[config.mk]
export PLATFORM = sky130hd
export DESIGN_NAME = debounce_bank
export DESIGN_NICKNAME = d
export VERILOG_FILES = /design/src/rtl/debounce_bank.sv
export SDC_FILE = /design/constraint.sdc
export NUM_CORES = 1
export LEC_CHECK = 0
export ABC_AREA = 1
export CAP_MARGIN = 20
export CORE_MARGIN = 3
export CORE_UTILIZATION = 45
export CTS_CLUSTER_DIAMETER = 60
export DETAILED_ROUTE_END_ITERATION = 8
export PLACE_DENSITY = 0.7
export RECOVER_POWER = 25
export SKIP_LAST_GASP = 1
export SYNTH_ARGS = -nofsm -noshare
export SYNTH_HDL_FRONTEND = slang
export SYNTH_SLANG_ARGS = --single-unit
[constraint.sdc]
create_clock -name clk -period 1.2 [get_ports clk]
set_input_delay 0.24 -clock clk [delete_from_list [all_inputs] [get_ports clk]]
set_output_delay 0.24 -clock clk [all_outputs]
set_load 0.01 [all_outputs]
[src/rtl/debounce_bank.sv]
// Multi-channel push-button/switch debouncer: 2-FF synchroniser, shared sample-tick
// prescaler, per-channel stability counter and registered rise/fall pulses.
module debounce_bank #(
  parameter int CHANNELS     = 4,
  parameter int TICK_DIV     = 4,
  parameter int STABLE_COUNT = 3
) (
  input  logic                clk,
  input  logic                reset,
  input  logic [CHANNELS-1:0] button_in,
  output logic [CHANNELS-1:0] button_out,
  output logic [CHANNELS-1:0] rise_pulse,
  output logic [CHANNELS-1:0] fall_pulse,
  output logic                changed
);

  localparam int PW = (TICK_DIV > 1) ? $clog2(TICK_DIV) : 1;
  localparam int CW = (STABLE_COUNT > 1) ? $clog2(STABLE_COUNT) : 1;
  localparam logic [PW-1:0] PRESC_LAST = PW'(TICK_DIV - 1);
  localparam logic [CW-1:0] CNT_LAST   = CW'(STABLE_COUNT - 1);

  logic [CHANNELS-1:0] sync1_reg;
  logic [CHANNELS-1:0] sync2_reg;
  logic [PW-1:0]       presc_reg;
  logic [PW-1:0]       presc_next;
  logic                tick;

  always_ff @(posedge clk or posedge reset) begin
    if (reset) begin
      sync1_reg <= '0;
      sync2_reg <= '0;
    end else begin
      sync1_reg <= button_in;
      sync2_reg <= sync1_reg;
    end
  end

  // With TICK_DIV=1 the prescaler sits at 0, which is also its last value, so tick stays high.
  assign tick = (presc_reg == PRESC_LAST);

  always_comb begin
    presc_next = presc_reg + PW'(1);
    if (tick) begin
      presc_next = '0;
    end
  end

  always_ff @(posedge clk or posedge reset) begin
    if (reset) begin
      presc_reg <= '0;
    end else begin
      presc_reg <= presc_next;
    end
  end

  generate
    for (genvar gi = 0; gi < CHANNELS; gi++) begin : g_chan
      logic [CW-1:0] cnt_reg;
      logic [CW-1:0] cnt_next;
      logic          out_reg;
      logic          out_next;
      logic          rise_reg;
      logic          rise_next;
      logic          fall_reg;
      logic          fall_next;

      always_comb begin
        cnt_next  = cnt_reg;
        out_next  = out_reg;
        rise_next = 1'b0;
        fall_next = 1'b0;
        if (tick) begin
          // Agreement with the current level (including a bounce back) restarts the count.
          if (sync2_reg[gi] == out_reg) begin
            cnt_next = '0;
          end else if (cnt_reg == CNT_LAST) begin
            cnt_next  = '0;
            out_next  = sync2_reg[gi];
            rise_next = sync2_reg[gi];
            fall_next = ~sync2_reg[gi];
          end else begin
            cnt_next = cnt_reg + CW'(1);
          end
        end
      end

      always_ff @(posedge clk or posedge reset) begin
        if (reset) begin
          cnt_reg  <= '0;
          out_reg  <= 1'b0;
          rise_reg <= 1'b0;
          fall_reg <= 1'b0;
        end else begin
          cnt_reg  <= cnt_next;
          out_reg  <= out_next;
          rise_reg <= rise_next;
          fall_reg <= fall_next;
        end
      end

      assign button_out[gi] = out_reg;
      assign rise_pulse[gi] = rise_reg;
      assign fall_pulse[gi] = fall_reg;
    end
  endgenerate

  assign changed = |(rise_pulse | fall_pulse);

endmodule

==> Word-level counts from Yosys, hierarchy flattened <==
Index checks and enable logic that the tools add are counted.
{ "totals": {"mem_bits_ro": 0, "inputBits": 6, "word_cells": 80, "mem_bits_rw": 0, "register_bits": 30, "latch_bits": 0, "output_inout_bits": 13, "memories": 0} }
{ "op_classes": {"addsub": 5, "n_div": 0, "order_cmp": 0, "n_reduce_logical": 5, "muxes": 33, "n_eq_ne": 9, "shifts": 0, "mul": 0, "bitwise_logic": 9} }
{ "ops": {"columns": ["operator", "count"], "rows": [
  ["2-to-1 mux 1 bit", 24],
  ["2-to-1 mux 2 bit", 9],
  ["AND reduction 3 bit", 4],
  ["adder 2 x 1 -> 2 bit (second input constant)", 5],
  ["equality test 2 bit (second input constant)", 5],
  ["NOT 1 bit", 8],
  ["equality test 1 bit", 4],
  ["bitwise OR 4 bit", 1],
  ["OR reduction 4 bit", 1]
]} }

==> Longest topological paths before layout <==
{ "depth": {"ltp_word": 4, "ltp_mapped": 6, "depth_no_buf": 6} }

==> Least setup slack after synthesis <==
Ideal clock, no wire load.
{ "synth_timing": {"path_type": "reg2reg", "startpoint": "reg presc_reg[0]", "endpoint": "reg g_chan[1].cnt_reg[0]", "setup_time_ns": 0.116, "setup_slack_ns": 0.103, "stages_incl_launch_ff": 7, "required_ns": 1.084, "arrival_time_ns": 0.980, "n_path_buf": 1, "period_less_slack_ns": 1.097, "path_cell_list": "dfrtp_1 -> ha_1 -> inv_2 -> buf_6 -> nor3_2 -> nand2_1 -> nand2_1"} }
{ "synth_between": {"elab_chain_len": 1} }
{ "synth_rtl": {"columns": ["element", "line_no", "source"], "rows": [
  ["start: declaration", "24", "logic [PW-1:0] presc_reg;"],
  ["start signal: assignment", "52", "presc_reg <= presc_next;"],
  ["equality test 2 bit", "39", "assign tick = (presc_reg == PRESC_LAST);"],
  ["end signal: assignment", "94", "cnt_reg <= cnt_next;"],
  ["end: declaration", "58", "logic [CW-1:0] cnt_reg;"]
]} }
Every way passes these cells.
A chain may end at the register's enable or synchronous reset.

==> Worst setup path after layout <==
{ "layout_timing": {"startpoint": "reg g_chan[3].fall_reg", "endpoint": "out changed"} }
{ "layout_between": {"elab_chain_len": 2} }
{ "layout_rtl": {"columns": ["element", "line_no", "source"], "rows": [
  ["start: declaration", "64", "logic fall_reg;"],
  ["start signal: assignment", "97", "fall_reg <= fall_next;"],
  ["bitwise OR 4 bit", "107", "assign changed = |(rise_pulse | fall_pulse);"],
  ["OR reduction 4 bit", "107", null],
  ["end: declaration", "14", "output logic changed"]
]} }
Every way passes these cells.

==> key figures <==
Final layout
  • Share of cells above drive strength 1: between 20% and 30%
  • Largest register FFs: 8
  • Diode count: 0
  • Area delta synth->final: 18.10%
  • Fin nets: around 170
  • Fillers: between 200 and 250

Clock network
  • Inserted Clock Buffers: 5
  • CTS clk-pin slew, worst paths: 0.08 ns
  • CTS tree: yes
  • Clk buf depth: 2
  • Clk Latency, worst-skew pair: about 0.32 ns
  • Number of clock sinks: 30
  • # H-tree levels: 2
  • CTS root buffer: clkbuf_4
  • Post-CTS Hold Fix Bufs: 0

Drt
  • Drt pass-1 iters: 4
  • Initial DRC count: 15
  • Final WL: approximately 2.2 mm
  • # DRC: 0
  • Vias per inst: roughly 4.7
  • Total vias in the final route: roughly 900
  • WL/cell: ~11 um
  • Routed Antenna Nets: 0

Die
  • Placeable Area: roughly 2600 um^2
  • DIE AREA: roughly 3400 um^2
  • Die width: around 59 um
  • # rows: 18
  • IO Count: 19
  • Die Span Y: between 50 and 60 um
  • Initial Util: 48.73%

Placed design
  • Hpwl dp: approximately 1.5 mm
  • Port Buffers: 18
  • Placer congestion estimate: 0.8418
  • Pre-CTS setup slack: -0.08835 ns

Setup path
  • Crit-path slowest cell: dfrtp_1
  • CP peak stage delay: slightly below 0.4 ns
  • Cells along the critical path: nor2_2 -> nand4_1 -> buf_2
  • Worst EP arrival: ~1.0 ns
  • CP Launch Type: register
  • Crit Path Max Fanout: 2
  • Top cell family by delay on the critical path: flip-flops
  • WS Path Type: register to output pin
  • Crit path required time: 0.96 ns
  • Worst setup EP type: output pin
  • Crit path buf inv count: 1

Synthesis
  • Sequential share of the synthesized area: 60.00%
  • FFs w/ async S/R, synth: 100.0%
  • Unique cell type count in the Yosys netlist: 13
  • Mapped Cells: around 140
  • Area leader, netlist: dfrtp_1
  • Cell Area, Synth: approximately 1300 um^2
  • Syn_area_per_cell: 9.200 um^2
  • Post-Syn Nets: 144
  • Ys flop type: dfrtp_1
  • Flops & latches, synth: 30
  • Synth top area share: 60.00%
  • Yosys warnings: 0
  • Most frequent cell after synthesis: nand2_1
  • Commonest cells in the synthesized netlist: 40 x nand2_1, 30 x dfrtp_1, 19 x nor2_1
  • Area contributors post-synth: dfrtp_1 60%, nand2_1 12%, buf_4 7.2%
  • EDFF count, synth: 0

Power
  • Logic pwr share: between 20% and 30%
  • Sw power: approximately 0.74 mW
  • Power share of the sequential group: a little under three fifths
  • Peak supply drop: between 1 and 1.5 mV
  • Power Total: approximately 2.4 mW
  • Sw Ratio: 31.39%
  • Pleak: 0.8159 nW
  • Clock power frac: between 20 and 25%
  • Pint: 1.622 mW
  • Pwr/cell area: between 1500 and 2000 nW/um^2

Job
  • Max_cap viols: 0

STA
  • Max Fclk: approximately 790 MHz
  • Rel. slew slack: roughly 51%
  • Hold Fails Final Rpt: 0
  • Final setup violation count: 3
  • Max Slew Vio Count: 0
  • Final period util: 106.0%
  • Setup WS post-layout: -0.07150 ns
  • Clk_skew: between 0.002 and 0.003 ns
  • Setup TNS: -0.07434 ns
  • WHS: between 0.3 and 0.4 ns
  • Slew @ Worst Pin: about 0.73 ns
  • Fin crit period: roughly 1.3 ns
  • Setup repair after global routing missed its margin: true

GRT
  • Vias in the first global route: roughly 900
  • GRT Overall Usage: about 16%
  • Initial antenna violation count: 0
  • Total gr overflow: 0
  • First-pass GRT wire length: between 3 and 4 mm
  • Largest net degree at the start of global routing: 31

Hold path
  • Hold Path Class: register to register

Run status
  • Failing checks: setup timing
  • Status: complete, but fails checks
area by class of cell:
type / count / area (um^2) / share of cell area [%]
Sequential cell: 30 / 750.7 / 50.80
Multi-Input combinational cell: 76 / 347.8 / 23.54
Timing Repair Buffer: 29 / 227.7 / 15.41
Inverter: 17 / 68.82 / 4.657
Clock buffer: 7 / 45.04 / 3.048
Tap cell: 30 / 37.54 / 2.540
layer usage:
metal	global-route usage, %	routed length [um]	share of wire [%]
met1	16.71	884	41
met2	26.03	1058	49
met3	7.237	135	6.3
met4	8.738	72	3.3
met5	0	0	0
worst reg2reg max path: cells and delay by family (launching register included):
| family | cells | cell delay (ns) |
|---|---|---|
| buffers and inverters | 1 | 0.12 |
| and+or+nand+nor | 3 | 0.31 |
| DFF | 1 | 0.40 |
| adders and majority gates | 1 | 0.23 |
final timing paths:
kind,end,slack (ns),start,depth (start not counted)
setup / recovery,changed,-0.07,g_chan[3].fall_reg,3
hold / removal,sync2_reg[3],0.35,sync1_reg[3],0
setup reg to reg,g_chan[0].cnt_reg[1],0.09,presc_reg[0],5
hold reg to reg,sync2_reg[3],0.35,sync1_reg[3],0
max in group asynchronous,sync2_reg[2],0.18,reset,3
min in group asynchronous,presc_reg[1],0.56,reset,3
timing repair:
action                                  CTS  global route
endpoints found under the setup margin   13            19
buffers inserted                          2             2
resized for setup                        46            15
cloned                                    0             0
pin swaps                                 2             3
per-stage QoR:
step | cell area (um^2) | instances | util, %
4_1_cts | 1495 | 187 | 58.24
3_3_place_gp | 1433 | 178 | 55.80
3_5_place_dp | 1433 | 178 | 55.80
2_1_floorplan | 1251 | 136 | -
6_report | 1478 | 189 | 57.55
5_1_grt | 1478 | 189 | 57.55
cell usage in the layout, fill, tap and decap left out, drive strengths merged:
cell	netlist	final
nor2	19	19
nor3	2	2
dlygate4sd3	0	5
ha	2	2
nand4	1	1
buf	13	19
nand2	40	40
o21bai	1	1
dfrtp	30	30
clkinv	0	1
o21ai	1	1
inv	17	16
clkbuf	0	12
nand3	10	10
power by group through the flow:
stage                     logic (mW)  registers (mW)  clock network [mW]
final                          0.537            1.30               0.528
after global routing           0.628            1.32               0.609
after CTS                      0.555            1.30               0.557
after detailed placement       0.529            1.32                   0
after global placement         0.512            1.31                   0
after floorplan                0.393            1.30                   0
kinds of logic (layout without fill, tap and decap cells):
kind of cell	Yosys count	after routing	synth area share (%)
flops	30	30	60.00
compound gates	2	2	0.9998
buf+inv	30	53	13.20
fa+ha+maj	2	2	2.000
simple gates	72	72	23.80
Note: power is estimated with default switching activity, not from simulation.
==> variant 1, RTL diff (config.mk and constraints unchanged) <==
Register the input `button_in` before use. The logic sees it one clock later.
--- a/src/rtl/debounce_bank.sv
+++ b/src/rtl/debounce_bank.sv
@@ -19,6 +19,12 @@
   localparam logic [PW-1:0] PRESC_LAST = PW'(TICK_DIV - 1);
   localparam logic [CW-1:0] CNT_LAST   = CW'(STABLE_COUNT - 1);
 
+  logic [CHANNELS-1:0] button_q;
+
+  always_ff @(posedge clk) begin
+    button_q <= button_in;
+  end
+
   logic [CHANNELS-1:0] sync1_reg;
   logic [CHANNELS-1:0] sync2_reg;
   logic [PW-1:0]       presc_reg;
@@ -30,7 +36,7 @@
       sync1_reg <= '0;
       sync2_reg <= '0;
     end else begin
-      sync1_reg <= button_in;
+      sync1_reg <= button_q;
       sync2_reg <= sync1_reg;
     end
   end
Formal check against the unedited RTL: same outputs for any inputs over 10 cycles, from zero or initial values and one cycle with reset high; that may be too few to reach the edited logic, so the function may still have changed.
==> variant 1 against the original RTL <==
Critical path type unchanged. Hold slack worse by 0.024 ns. Synthesized cell count up 4.4%. Design area up 3.1%. Worst setup slack worse by 0.037 ns. Sequential cell count up 4. Highest routed layer unchanged. Power up 11%. Critical path depth unchanged. The flow still finishes with violations (setup timing). Clock skew up 0.0054 ns. Synthesized area up 7.6%. Sequential share of layout area up 3.7 points. Via count down 0.67%. Routed wire length down 7.2%.
==> variant 1: results (changes against the original RTL) <==
Cells and area
  – Layout cells sized above 1: 0.198 (-0.0352)
  – Nets: 169 (+1.2%)
  – Max FFs per register: 8 (unchanged)
  – Layout fillers: 277 (+12%)

Place
  – GPL Wtd Cong: 0.790 (-6.2%)
  – HPWL after detailed placement: 1450 µm (-3.5%)
  – Placement Cell Area: 0.00150 mm² (+4.9%)

Clock tree
  – Skew-Pair Late Insertion Delay: 0.33 ns
  – Cts bufs inserted: 5 (unchanged)
  – CTS clk-pin slew, worst paths: 0.10 ns (+0.02 ns)

Hold path
  – Worst hold path startpoint: button_q[0]$_DFF_P_
  – Worst Hold End: sync1_reg[0]$_DFF_PP0_

STA
  – Final WS setup: -0.109 ns (-0.0372 ns)
  – Worst slew pin tran: 0.703 ns (-0.0261 ns)
  – Clock skew: 0.00823 ns (+0.00537 ns)
  – Final setup viols: 1 (-2)

Worst setup path
  – R2R Setup Slk: 0.08 ns
  – Reg2reg end: g_chan[3].out_reg$_DFFE_PP0P_
  – WP data arrival: 1.07 ns (+0.04 ns)
  – Worst Reg-to-Reg Cells: 4 (-1)

Run status
  – Failing checks: setup timing
  – Status: finished, violations left

Global routing
  – Vias in the first global route: 831 (-7.6%)
  – Initial antenna violation count: 0 (unchanged)
  – Aggregate global-route resource usage: 0.134 (-0.0242)

Synthesis
  – Ys async rst share: 0.882 (-0.118)
  – Synth area leaders: dfrtp_1 56%, nand2_1 11%, buf_4 6.7%, dfxtp_1 5.9%, nor2_1 5.3%
  – Post-synth top cells: 38 x nand2_1, 30 x dfrtp_1, 19 x nor2_1
  – Syn_nets: 150 (+4.2%)
  – Sequential share of the synthesized area: 0.617 (+0.0171)

Routing
  – Wirelength per Cell: 10.3 µm (-9.1%)
  – Vias per inst: 4.59 (-2.7%)
  – Pre-Repair DR Iteration Count: 5 (+1)

Power
  – Max VDD drop: 0.835 mV (-35%)
  – Leak Pwr: 0.000844 µW (+3.5%)
## variant 1: cell types whose count changed after synthesis, sizes merged
cell,unedited run,this run
buf,13,14
dfxtp,0,4
inv,17,18
nand2,40,38
nand3,10,13
nor3,2,0
o21ai,1,3
o21bai,1,0
## variant 1: cell type report
class	count	area, µm²	share of cell area
clock buffers	7	55.1	0.0361
well taps	31	38.8	0.0255
flip-flops and latches	34	831	0.545
multi-input cells	76	345	0.227
clock inverters	1	5.00	0.00328
repair buffers	26	179	0.117
inverters	18	70.1	0.0460
## variant 1: layer usage
metal | global-route usage | vias to the layer above | routed length (µm)
met2 | 0.212 | 28 | 996
met3 | 0.0702 | 2 | 143
met4 | 0.0650 | 0 | 16
met1 | 0.148 | 400 | 841
met5 | 0 | - | 0
li1 | - | 455 | -
## variant 1: timing repair
action,in CTS,in global routing
resized for setup,35,13
buffers inserted,2,1
setup endpoints to repair,15,15
pin swaps,0,2
hold buffers,0,0
## variant 1: how the worst max path moves through the flow
stage / start / to / cells past startpoint
after global placement: g_chan[2].fall_reg$_DFF_PP0_ / changed / 3
after floorplan: presc_reg[0]$_DFF_PP0_ / g_chan[2].out_reg$_DFFE_PP0P_ / 6
after detailed placement: g_chan[3].fall_reg$_DFF_PP0_ / changed / 3
after global routing: g_chan[2].fall_reg$_DFF_PP0_ / changed / 3
after CTS: g_chan[3].rise_reg$_DFF_PP0_ / changed / 3
final: g_chan[2].fall_reg$_DFF_PP0_ / changed / 3
## variant 1: logic make-up (layout without fill, tap and decap cells)
| kind of cell | Yosys count | in the layout | synth area share |
|---|---|---|---|
| buffers and inverters | 32 | 52 | 0.136 |
| adder cells (fa/ha/maj) | 2 | 2 | 0.0186 |
| flip-flops | 34 | 34 | 0.617 |
| AND/OR/NAND/NOR | 71 | 71 | 0.212 |
| AO/OA/AOI/OAI | 3 | 3 | 0.0167 |
## variant 1: through the flow
| stage | instances | util | hold slack (ns) | setup TNS (ns) | setup WS (ns) |
|---|---|---|---|---|---|
| final | 193 | 0.543 | 0.327 | -0.109 | -0.109 |
| after global routing | 193 | 0.543 | 0.340 | -0.245 | -0.184 |
| after CTS | 192 | 0.559 | 0.234 | -0.177 | -0.115 |
| after detailed placement | 182 | 0.536 | 0.320 | -0.101 | -0.0859 |
| after global placement | 182 | 0.536 | 0.317 | -0.0604 | -0.0604 |
| after floorplan | 142 | - | 0.268 | 0 | 0.134 |
## variant 1: power by group
part	internal (µW)	switching [µW]	leakage, µW
sequential	1300	107	0.000418
combinational	260	315	0.000391
clock	284	353	0.0000353
## variant 1: critical path, stage by stage, from the launching register on
cell and delay [ns]:
dfrtp_1 0.39, nor2_1 0.11, nand4_1 0.09, buf_2 0.14
==> variant 2, RTL diff (same settings) <==
Made on the original files. The parameter `TICK_DIV` goes from 4 to 8.
--- a/src/rtl/debounce_bank.sv
+++ b/src/rtl/debounce_bank.sv
@@ -2,7 +2,7 @@
 // prescaler, per-channel stability counter and registered rise/fall pulses.
 module debounce_bank #(
   parameter int CHANNELS     = 4,
-  parameter int TICK_DIV     = 4,
+  parameter int TICK_DIV     = 8,
   parameter int STABLE_COUNT = 3
 ) (
   input  logic                clk,
Function: same outputs for any inputs over 10 cycles, from zero or initial values and one cycle with reset high; that may be too few to reach the edited logic, so the function may still have changed.
==> variant 2 against the original RTL <==
Synthesized area grew 3.3%. The run still ends with setup timing left. Worst setup slack got worse by 0.050 ns. Count of clock-buffer cells in the layout down 1. Routed wire length grew 5.9%. Clock skew up 0.0048 ns. Sequential cell count increased by 1. Design area up 9.4%.
Power is not compared: it rests on default switching activity, and its combinational part moved more than twofold at a synthesized area within 25%.
==> variant 2: results (changes against the original RTL) <==
Global routing
  – Aggregate global-route resource usage: 0.144 (-0.0147)
  – Vias in the first global route: 855 (-4.9%)
  – First-pass GRT wire length: 3600 µm (-6.5%)

Worst setup path
  – Critical path launch point: g_chan[1].fall_reg$_DFF_PP0_
  – R2R Setup Slk: 0.02 ns (-0.07 ns)
  – Reg2reg start: presc_reg[1]$_DFF_PP0_

Cells and area
  – Final std cells w/o fill: 187 (-1.1%)
  – Number of non-clock buffers: 31 (+6.9%)
  – Layout fillers: 218 (-12%)
  – Multi-input gate count: 70 (-7.9%)
  – Clock buffer count: 6 (-1)
  – Fraction of area in multi-input gates: 0.265 (+0.0301)
  – Register share of the cell area: 0.480 (-0.0282)
  – Nets: 166 (-0.60%)

Synthesis
  – Post-synth top cells: 32 x nand2_1, 31 x dfrtp_1, 16 x inv_1
  – Synth cell types: 15 (+2)
  – Mapped Cells: 131 (-3.7%)
  – Syn_nets: 140 (-2.8%)
  – Post-synthesis register bit count: 31 (+3.3%)
  – Synth area leaders: dfrtp_1 60%, nand2_1 9.3%, buf_4 7.0%, inv_1 4.6%, nor2_1 4.1%

Place
  – Placement Cell Area: 0.00149 mm² (+4.3%)
  – HPWL after detailed placement: 1490 µm (-0.35%)
  – GPL Wtd Cong: 0.699 (-17%)
  – Worst slack, placed: -0.0975 ns (-0.00920 ns)

Hold path
  – Worst hold path startpoint: sync1_reg[0]$_DFF_PP0_
  – Worst Hold End: sync2_reg[0]$_DFF_PP0_

STA
  – Rel. slew slack: 0.506 (-0.00786)
  – Final setup viols: 6 (+3)
  – Post-Route Setup TNS: -0.343 ns (-0.268 ns)
  – Clock skew: 0.00766 ns (+0.00480 ns)
  – Final WS setup: -0.122 ns (-0.0504 ns)

Clock tree
  – Skew-Pair Late Insertion Delay: 0.34 ns (+0.02 ns)

Run status
  – Status: finished, violations left
  – Failing checks: setup timing
## variant 2: changes by cell type after synthesis, sizes merged
| cell | unedited run | this run |
|---|---|---|
| dfrtp | 30 | 31 |
| ha | 2 | 3 |
| nand2 | 40 | 32 |
| nand3 | 10 | 12 |
| nor2 | 19 | 18 |
| nor3 | 2 | 0 |
| o21ai | 1 | 2 |
| o21bai | 1 | 2 |
## variant 2: logic make-up (layout without fill, tap and decap cells)
family,count (synthesis),in the layout,synth area share
and+or+nand+nor,63,63,0.224
DFF,31,31,0.600
buffers and inverters,30,56,0.128
AOI/OAI and AO/OA,4,4,0.0194
adders and majority gates,3,3,0.0290
## variant 2: metal layers
layer	track usage	wire, µm	vias to the layer above
met5	0	0	-
met4	0.0728	48	0
met3	0.0610	121	6
met2	0.236	1160	17
met1	0.158	943	435
li1	-	-	442
## variant 2: repair_timing
action                     4_1_cts  5_1_grt
setup buffers                    2        2
pin swaps                        0       13
hold buffers                     0        0
gates resized for setup         54       13
setup endpoints to repair       25       21
gates cloned                     1        0
